<file path="config.mk">
export PLATFORM = sky130hd
export DESIGN_NAME = rf_multiport
export DESIGN_NICKNAME = d
export VERILOG_FILES = /design/src/rtl/rf_pkg.sv /design/src/rtl/rf_read_port.sv /design/src/rtl/rf_multiport.sv
export SDC_FILE = /design/constraint.sdc
export NUM_CORES = 2
export LEC_CHECK = 0
export ABC_AREA = 1
export CELL_PAD_IN_SITES_DETAIL_PLACEMENT = 1
export CELL_PAD_IN_SITES_GLOBAL_PLACEMENT = 1
export CORE_MARGIN = 3
export CORE_UTILIZATION = 43
export CTS_BUF_LIST = sky130_fd_sc_hd__clkbuf_8 sky130_fd_sc_hd__clkbuf_16
export CTS_CLUSTER_SIZE = 25
export DETAILED_ROUTE_END_ITERATION = 10
export GPL_ROUTABILITY_DRIVEN = 0
export PLACE_DENSITY_LB_ADDON = 0.25
export SLEW_MARGIN = 20
export SYNTH_ARGS = -nofsm -noshare
export SYNTH_HDL_FRONTEND = slang
export SYNTH_SLANG_ARGS = --single-unit
</file>
<file path="constraint.sdc">
create_clock -name clk -period 48.4 [get_ports clk]
set_clock_uncertainty 0.15 [all_clocks]
set_input_delay 14.52 -clock clk [delete_from_list [all_inputs] [get_ports clk]]
set_output_delay 14.52 -clock clk [all_outputs]
set_load 0.02 [all_outputs]
</file>
<file path="src/rtl/rf_pkg.sv">
// Types and defaults for the integer register file. Decode and writeback share
// these types to name registers and words.
package rf_pkg;

    localparam int RF_XLEN_D  = 32;
    localparam int RF_NREGS_D = 32;
    localparam int RF_NRD_D   = 2;

    function automatic int rf_clog2(input int n);
        int r;
        for (r = 0; (1 << r) < n; r++) begin
        end
        return r;
    endfunction

    localparam int RF_AW_D = rf_clog2(RF_NREGS_D);

    typedef logic [RF_AW_D-1:0]   reg_addr_t;
    typedef logic [RF_XLEN_D-1:0] word_t;

endpackage

</file>
<file path="src/rtl/rf_read_port.sv">
// One registered read port: write-first bypass, hardwired-zero check, and
// lookup of the post-update pending flag of the addressed register.
module rf_read_port
    import rf_pkg::*;
#(
    parameter int XLEN     = RF_XLEN_D,
    parameter int NREGS    = RF_NREGS_D,
    parameter int ZERO_REG = 1,
    parameter int AW       = rf_clog2(NREGS)
) (
    input  logic            clk,
    input  logic            rst,
    input  logic [AW-1:0]   i_addr,
    input  logic            i_we,
    input  logic [AW-1:0]   i_wr_addr,
    input  logic [XLEN-1:0] i_wr_data,
    input  logic [XLEN-1:0] i_rf [NREGS],
    input  logic [NREGS-1:0] i_pend_next,
    output logic [XLEN-1:0] o_data,
    output logic            o_busy
);

    logic [XLEN-1:0] w_data_p0;
    logic [XLEN-1:0] r_data_p1;
    logic            r_busy_p1;

    // Bypass beats storage; the zero register beats everything.
    always_comb begin
        w_data_p0 = i_rf[i_addr];
        if (i_we && (i_wr_addr == i_addr)) w_data_p0 = i_wr_data;
        if ((ZERO_REG != 0) && (i_addr == '0)) w_data_p0 = '0;
    end

    // p0 -> p1: registered read outputs
    always_ff @(posedge clk or posedge rst) begin
        if (rst) begin
            r_data_p1 <= '0;
            r_busy_p1 <= 1'b0;
        end else begin
            r_data_p1 <= w_data_p0;
            r_busy_p1 <= i_pend_next[i_addr];
        end
    end

    assign o_data = r_data_p1;
    assign o_busy = r_busy_p1;

endmodule

</file>
<file path="src/rtl/rf_multiport.sv">
// Multi-read-port integer register file with a per-register pending-write
// scoreboard used by decode for RAW hazard detection.
module rf_multiport
    import rf_pkg::*;
#(
    parameter int XLEN     = RF_XLEN_D,
    parameter int NREGS    = RF_NREGS_D,
    parameter int NRD      = RF_NRD_D,
    parameter int ZERO_REG = 1,
    localparam int AW      = rf_clog2(NREGS)
) (
    input  logic              clk,
    input  logic              rst,
    input  logic [NRD*AW-1:0] rd_addr,
    output logic [NRD*XLEN-1:0] rd_data,
    output logic [NRD-1:0]    rd_busy,
    input  logic              we,
    input  logic [AW-1:0]     wr_addr,
    input  logic [XLEN-1:0]   wr_data,
    input  logic              alloc_en,
    input  logic [AW-1:0]     alloc_addr,
    input  logic              flush,
    output logic [AW:0]       pend_cnt
);

    logic [XLEN-1:0]  r_rf [NREGS];
    logic [NREGS-1:0] r_pend;
    logic [AW:0]      r_pend_cnt;

    logic             w_wr_ok;
    logic             w_alloc_ok;
    logic             w_inc;
    logic             w_dec;
    logic [NREGS-1:0] w_pend_next;

    assign w_wr_ok    = we && !((ZERO_REG != 0) && (wr_addr == '0));
    assign w_alloc_ok = alloc_en && !((ZERO_REG != 0) && (alloc_addr == '0));

    // Order matters: write-clear, then alloc-set (younger instruction), then flush.
    always_comb begin
        w_pend_next = r_pend;
        if (w_wr_ok)    w_pend_next[wr_addr]    = 1'b0;
        if (w_alloc_ok) w_pend_next[alloc_addr] = 1'b1;
        if (flush)      w_pend_next             = '0;
    end

    // Counter tracks the bit deltas; a write+alloc on one pending register nets zero.
    assign w_inc = w_alloc_ok && !r_pend[alloc_addr];
    assign w_dec = w_wr_ok && r_pend[wr_addr] && !(w_alloc_ok && (alloc_addr == wr_addr));

    always_ff @(posedge clk or posedge rst) begin
        if (rst) begin
            for (int k = 0; k < NREGS; k++) r_rf[k] <= '0;
        end else if (w_wr_ok) begin
            r_rf[wr_addr] <= wr_data;
        end
    end

    always_ff @(posedge clk or posedge rst) begin
        if (rst) begin
            r_pend     <= '0;
            r_pend_cnt <= '0;
        end else begin
            r_pend <= w_pend_next;
            if (flush) r_pend_cnt <= '0;
            else       r_pend_cnt <= r_pend_cnt + {{AW{1'b0}}, w_inc} - {{AW{1'b0}}, w_dec};
        end
    end

    assign pend_cnt = r_pend_cnt;

    for (genvar g = 0; g < NRD; g++) begin : g_port
        rf_read_port #(
            .XLEN     (XLEN),
            .NREGS    (NREGS),
            .ZERO_REG (ZERO_REG),
            .AW       (AW)
        ) u_port (
            .clk         (clk),
            .rst         (rst),
            .i_addr      (rd_addr[g*AW +: AW]),
            .i_we        (we),
            .i_wr_addr   (wr_addr),
            .i_wr_data   (wr_data),
            .i_rf        (r_rf),
            .i_pend_next (w_pend_next),
            .o_data      (rd_data[g*XLEN +: XLEN]),
            .o_busy      (rd_busy[g])
        );
    end

endmodule

</file>
### After elaboration in Yosys (flattened, before gate mapping)

Cells that the tools add are included.

| word-level totals | value |
|---|---|
| bits in registers | 1128 |
| bits in latches | 0 |
| RAM bits | 0 |
| bits in read-only memories | 0 |
| bits of input ports | 57 |
| output and inout port bits | 72 |
| memories | 0 |

| operators by class | value |
|---|---|
| $add $sub $neg | 2 |
| multipliers | 0 |
| div/mod/pow operators | 0 |
| $lt $le $gt $ge | 10 |
| eq/ne operators | 3 |
| shift-type cells | 0 |
| multiplexer cells | 29 |
| bitwise logic cells | 6 |
| reductions and logical operators | 19 |

Operator list:

| kind | count |
|---|---|
| bitwise mux 1024 bit | 1 |
| 2-to-1 mux 32 bit | 12 |
| binary-select mux 32 bit (select 5 bit) | 2 |
| demux 32 bit (select 5 bit) | 1 |
| bitwise AND 32 bit | 1 |
| inverter 32 bit | 1 |
| bitwise OR 32 bit | 1 |
| < comparator 5 x 6 -> 1 bit, second input constant | 4 |
| binary-select mux 1 bit (select 5 bit) | 4 |
| zero test 5 bit | 4 |
| greater-or-equal comparator 6 bit, second input constant | 3 |
| inverter 5 -> 6 bit | 3 |
| == test 5 bit | 3 |
| logical AND 1 bit | 11 |
| demux 1 bit (select 5 bit) | 2 |
| greater-or-equal comparator 5 x 1 -> 1 bit, second input constant | 2 |
| adder 6 x 1 -> 6 bit | 1 |
| < comparator 6 x 1 -> 1 bit, second input constant | 1 |
| 2-to-1 mux 1 bit | 6 |
| 2-to-1 mux 6 bit | 1 |
| subtractor 6 x 1 -> 6 bit | 1 |
| zero test 1 bit | 4 |

### Logic depth before layout (Yosys ltp)

| logic depth | value |
|---|---|
| depth in word-level cells | 12 |
| mapped depth | 20 |
| gate-level depth less buffers | 19 |

### Modules after synthesis

From an unflattened synthesis, not the netlist that was laid out.

| unflattened totals | value |
|---|---|
| cell total of the unflattened synthesis | 9976 |
| area total of the unflattened synthesis | 66122.2 um^2 |

By module, submodules not included:

| module | instances | cells an instance | area an instance (um^2) |
|---|---|---|---|
| rf_multiport | 1 | 3842 | 39183.8 |
| rf_read_port | 2 | 3067 | 13469.2 |

### Least setup slack after synthesis

Ideal clock, no wire load.

| path | value |
|---|---|
| kind | input port to flip-flop |
| from | input port alloc_addr[1] |
| to | register r_pend_cnt[4], in the netlist pend_cnt[4] |
| setup time | 0.123 ns |
| data arrival time | 16.859 ns |
| data required time | 48.127 ns |
| slack | 31.267 ns |
| stages | 19 |
| path through | buf_2 -> nor2_2 -> buf_2 -> a22oi_1 -> o221ai_1 -> nand4_1 -> nand2_1 -> nor2_1 -> nand4_1 -> ha_1 -> inv_1 -> ha_1 -> fa_1 -> nand2_1 -> inv_1 -> o21ai_0 -> nand2_1 -> o21ai_0 -> a21oi_1 |

| between the ends | value |
|---|---|
| longest elaborated chain between the ends | 8 |
| elaborated cells between the ends (all ways) | 14 |
| classes of those cells | add/sub (2); eq/ne (1); mux (3); reduce/logical (8) |

RTL lines:

| item | RTL line | source |
|---|---|---|
| start, declared | rf_multiport.sv:21 | `input logic [AW-1:0] alloc_addr,` |
| parallel branches: the longest is 6 deep, another holds adder 6 x 1 -> 6 bit | - |  |
| subtractor 6 x 1 -> 6 bit * | rf_multiport.sv:66 | `else r_pend_cnt <= r_pend_cnt + {{AW{1'b0}}, w_inc} - {{AW{1'b0}}, w_dec};` |
| 2-to-1 mux 6 bit * | rf_multiport.sv:65 | `if (flush) r_pend_cnt <= '0;` |
| end signal, assigned | rf_multiport.sv:66 |  |
| end, declared | rf_multiport.sv:28 | `logic [AW:0] r_pend_cnt;` |

Mark *: on every way between the ends. The select of a mux whose other input is x is not followed.
A chain may end at the register's enable or synchronous reset.

### Worst setup path in the final report

| path | value |
|---|---|
| from | input port rd_addr[4] |
| to | register g_port[0].u_port.r_data_p1[5] |

| between the ends | value |
|---|---|
| longest elaborated chain between the ends | 6 |
| elaborated cells between the ends (all ways) | 9 |
| classes of those cells | eq/ne (1); mux (5); bitwise (1); reduce/logical (2) |

RTL lines:

| item | RTL line | source |
|---|---|---|
| start, declared | rf_multiport.sv:14 | `input logic [NRD*AW-1:0] rd_addr,` |
| inverter 5 -> 6 bit (not written as such) | rf_read_port.sv:29 | `w_data_p0 = i_rf[i_addr];` |
| binary-select mux 32 bit (select 5 bit) | rf_read_port.sv:29 |  |
| 2-to-1 mux 32 bit (not written as such) (2 in series) | rf_read_port.sv:29 |  |
| 2-to-1 mux 32 bit | rf_read_port.sv:30 | `if (i_we && (i_wr_addr == i_addr)) w_data_p0 = i_wr_data;` |
| 2-to-1 mux 32 bit * | rf_read_port.sv:31 | `if ((ZERO_REG != 0) && (i_addr == '0)) w_data_p0 = '0;` |
| named net g_port[0].u_port.w_data_p0[5] | rf_read_port.sv:23 | `logic [XLEN-1:0] w_data_p0;` |
| end signal, assigned | rf_read_port.sv:40 | `r_data_p1 <= w_data_p0;` |
| end, declared | rf_read_port.sv:24 | `logic [XLEN-1:0] r_data_p1;` |

Mark *: on every way through the listed nets, which the timed path passes. The rest lies on a longest branch. The select of a mux whose other input is x is not followed.

==> summary by stage <==
Clock tree
The number of hold buffers added after CTS was 0. The number of buffers on the longest clock path is 3. At the later pin of the worst-skew pair, clock insertion delay measures about 0.8 ns. The H-tree depth reported by CTS is 4. The number of gates resized after CTS was 0. The clock tree root buffer cell is sky130_fd_sc_hd__clkbuf_16.

The number of buffers created by CTS is roughly 130. The clock transition at the registers of the reported paths is approximately 0.060 ns. The TritonCTS clock tree is built. In this run the post-CTS setup repair buffer count came out at 0. The number of sinks handled by clock tree synthesis is around 1.1k.

GRT
Entering global routing, the biggest net connects 198 pins. The residual overflow from global routing is 0. The aggregate global-route resource usage is a little under two fifths. The number of global-route vias before repair is a little over 60k. The global-route wire length before repair is roughly 410000 um. The initial antenna violation count was 17.

STA
Adding up every negative setup slack in the final design gives 0 ns. Setup repair after global routing left no endpoint under its margin. At the pin with the least slew margin, the transition time is 1.222 ns.

The top achievable clock speed is 0.05522 GHz. The headroom to the max-slew limit is between 10% and 20%. The portion of the clock cycle consumed by the worst path in the final layout is a little under two fifths. The number of hold violations in the final report is 0.

The worst hold slack after final layout is 0.2464 ns. Setup violations remaining at the end of the flow were counted as 0. The final max-slew violation count came to 0.

The time the final worst path needs with I/O delays and setup is roughly 18 ns.

Route
The post-detailed-route count of antenna-violating nets is 0. The length of routed met2 wiring is between 100000 and 150000 um. The detailed-route DRC error count is 0.

The number of vias after detailed routing is between 60k and 70k. After detailed routing, the total wire length is approximately 280000 um. The met1 layer wirelength in the final routing is around 110000 um. The routed length on met3 is around 28000 um. The average routed wire per standard cell is 29.29 um.

Routed signal wires occupy layers up through met5. The detailed-router iteration count before antenna repair is 5. The detailed-route vias per instance is 6.470.

The violation count after the first detailed-route iteration is 7251.

Run
The tool flagged a number of max-cap violations equal to 0.

Final layout
The net count of the finished layout is between 7k and 8k. The most common library cell in the layout ignoring fill and taps is sky130_fd_sc_hd__o21ai_0. The count of cells in the finished layout, fillers not included, comes to 9475. The number of filler instances in the final layout is about 17k. The library cells used most frequently in the layout, excluding fill and tap cells, are 1774 x sky130_fd_sc_hd__o21ai_0, 1681 x sky130_fd_sc_hd__nand2_1, 1128 x sky130_fd_sc_hd__dfrtp_1.

The cell area after layout is roughly 66000 um2. The area growth from synthesis to layout is 9.912%. The ratio of cells with drive above 1 in the final layout is 5.092%.

Worst setup path
The reg-to-reg setup timing slack is around 45 ns. The endpoint class of the critical path is a flip-flop. The most numerous cell type found on the critical path is sky130_fd_sc_hd__buf_4. Traced cell by cell, the critical path runs through buf_2 -> buf_4 -> clkinv_2 -> a221oi_1 -> nand3_4 -> buf_4 -> inv_2 -> nand2_1 -> a21oi_1. The required time reported for the critical path endpoint is between 40 and 50 ns.

The total buffers and inverters traversed by the critical path is 5. The arrival time of the worst setup path is ~19 ns. The terminus of the critical flop-to-flop path is pend_cnt[4]. The worst setup path is of the in -> reg kind. Measured in cells, the most critical reg-to-reg path has a length of 16. On the critical path, the stage with the largest delay is an instance of sky130_fd_sc_hd__buf_4. On the worst path, the slowest cell contributes a delay of 0.78 ns. The start of the worst register-to-register path is r_pend[7]. The cell type group with the largest total delay on the critical path is buffers and inverters.

The nature of the critical path startpoint is an input pin. The maximum net fanout on the critical path is 34.

Placed design
The placed instances occupy a cell area of approximately 62000 um2. The count of buffers added on input and output ports is ~130. In this run, placement finished with an instance count of between 9k and 10k.

The wire-length estimate of the detail-placed layout is 149900 um.

Power
Of the total power, the share spent switching nets is 32.36%. Internal power comes to 0.001876 W. Registers are responsible for roughly 44% of the overall power. Combinational cells account for a little under a fifth of the total power.

In this run the static leakage power is between 20 and 30 nW. The total power density per cell area is 42.00 nW/um2. The clock network fraction of total power is 37.1%.

The power consumption is 0.002773 W. IR analysis of the VDD net gives a maximum drop of between 0.03 and 0.04 mV. The net switching power figure is around 0.0009 W.

Floorplanning
The die outline area is ~140000 um2. The initialized floorplan defines approximately 140 standard-cell rows. The starting density of the core is roughly 43%. After floorplanning, the core was sized to cover around 140000 um2.

In this run the count of I/O pins placed on the die edge is between 100 and 150. Measured along the x axis, the die boundary spans about 380 um. The die span in y is 379.8 um.

Synth
The synthesized netlist contains 39 unique library cells. The share of flip-flops with an asynchronous set or reset after synthesis is 100.0%. By area the synthesized netlist is led by sky130_fd_sc_hd__dfrtp_1 47%, sky130_fd_sc_hd__o21ai_0 15%, sky130_fd_sc_hd__nand2_1 11%. Counting flops with a built-in enable in the synthesized netlist gives 0. The number of instances in the synthesized netlist is 7888. Sequential elements use between 40% and 50% of the synthesized area. The most used flip-flop cell after synthesis is sky130_fd_sc_hd__dfrtp_1. Summing every instance area after synthesis gives 60080 um2.

The number of storage elements in the synthesis netlist is 1128. Of the post-synthesis cell area, the dominant cell type holds 46.98%. The number of warning messages in the yosys log is 0. The number of nets handed over by synthesis was 7952. The dominant cell type by area after synthesis is sky130_fd_sc_hd__dfrtp_1. The synthesized area per cell is between 7 and 8 um2.

Worst hold path
For hold timing, the worst endpoint is r_rf[993]. The min-delay analysis places its worst path in the category reg -> reg. In this run the most critical hold path is launched from r_rf[993]. The instance count along the most critical hold path is 0.

Status
The run finished with clean final reports.
[power groups by stage]
stage | Combinational (W) | Clock [W] | Sequential [W]
floorplan | 0.000337 | 0 | 0.00122
global placement | 0.000480 | 0 | 0.00123
detailed placement | 0.000503 | 0 | 0.00124
CTS | 0.000507 | 0.00103 | 0.00123
global route | 0.000575 | 0.00107 | 0.00125
finish | 0.000514 | 0.00103 | 0.00123
[kinds of logic (layout without fill, tap and decap cells)]
family | after synthesis | in the layout | share of synthesized area [%]
compound gates | 2978 | 2978 | 27.27
xor+xnor | 6 | 6 | 0.08748
fa+ha+maj | 7 | 7 | 0.1583
buf+inv | 1350 | 1062 | 9.259
flops | 1128 | 1128 | 46.98
other cells | 0 | 12 | 0
simple gates | 2419 | 2419 | 16.24
[cells in the mapped netlist (all sizes together), types with 6 or more instances]
cell     count
o21ai     1792
nand2     1711
dfrtp     1128
a21oi      650
inv        595
clkbuf     432
nand3      428
buf        322
o211ai     294
nor2       244
a22oi      105
o221ai      96
nand4       30
o2111ai     21
o22ai       10
a221oi       6
ha           6
[worst max-delay path by stage]
stage / startpoint / endpoint / cells after the start
floorplan: rst / g_port[0].u_port.o_busy / 1
global placement: rst / r_rf[646] / 6
detailed placement: rst / r_rf[646] / 6
CTS: rst / r_rf[872] / 6
global route: rst / r_rf[872] / 6
finish: rd_addr[4] / g_port[0].u_port.o_data[5] / 9
[flip-flops by register name, indices dropped and copies added, names as in the netlist]
register	flops
g_port.u_port.o_busy	2
g_port.u_port.o_data	64
pend_cnt	6
r_pend	32
r_rf	1024
[layout make-up]
cell class,count,area [um2],area share (%)
Clock inverter,54,370.4,0.5608
Clock buffer,176,4010,6.072
Antenna cell,12,30.03,0.04547
Multi-Input combinational cell,5410,26570,40.24
Timing Repair Buffer,236,2202,3.335
Inverter,596,2293,3.473
Sequential cell,1128,28230,42.74
Tap cell,1863,2331,3.530
[through the flow]
step | util, % | setup slack, ns
floorplan | - | 1.965
global placement | 44.58 | 29.26
detailed placement | 44.58 | 29.19
CTS | 47.75 | 30.07
global route | 47.78 | 29.61
finish | 47.79 | 30.29
[worst register-to-register path: cells and delay by family (launching register included)]
family,cells,cell delay [ns]
adders and majority gates,3,0.91
AOI/OAI and AO/OA,6,0.94
DFF,1,0.39
buffers and inverters,3,0.16
and+or+nand+nor,4,0.37
[per-layer routing]
metal  track usage (%)  up-vias
met3             7.750      840
met1             50.44    31050
met5                 0        -
met2             57.93     3440
met4             18.66        2
li1                  -    25980
Note: power is estimated with default switching activity, not from simulation.
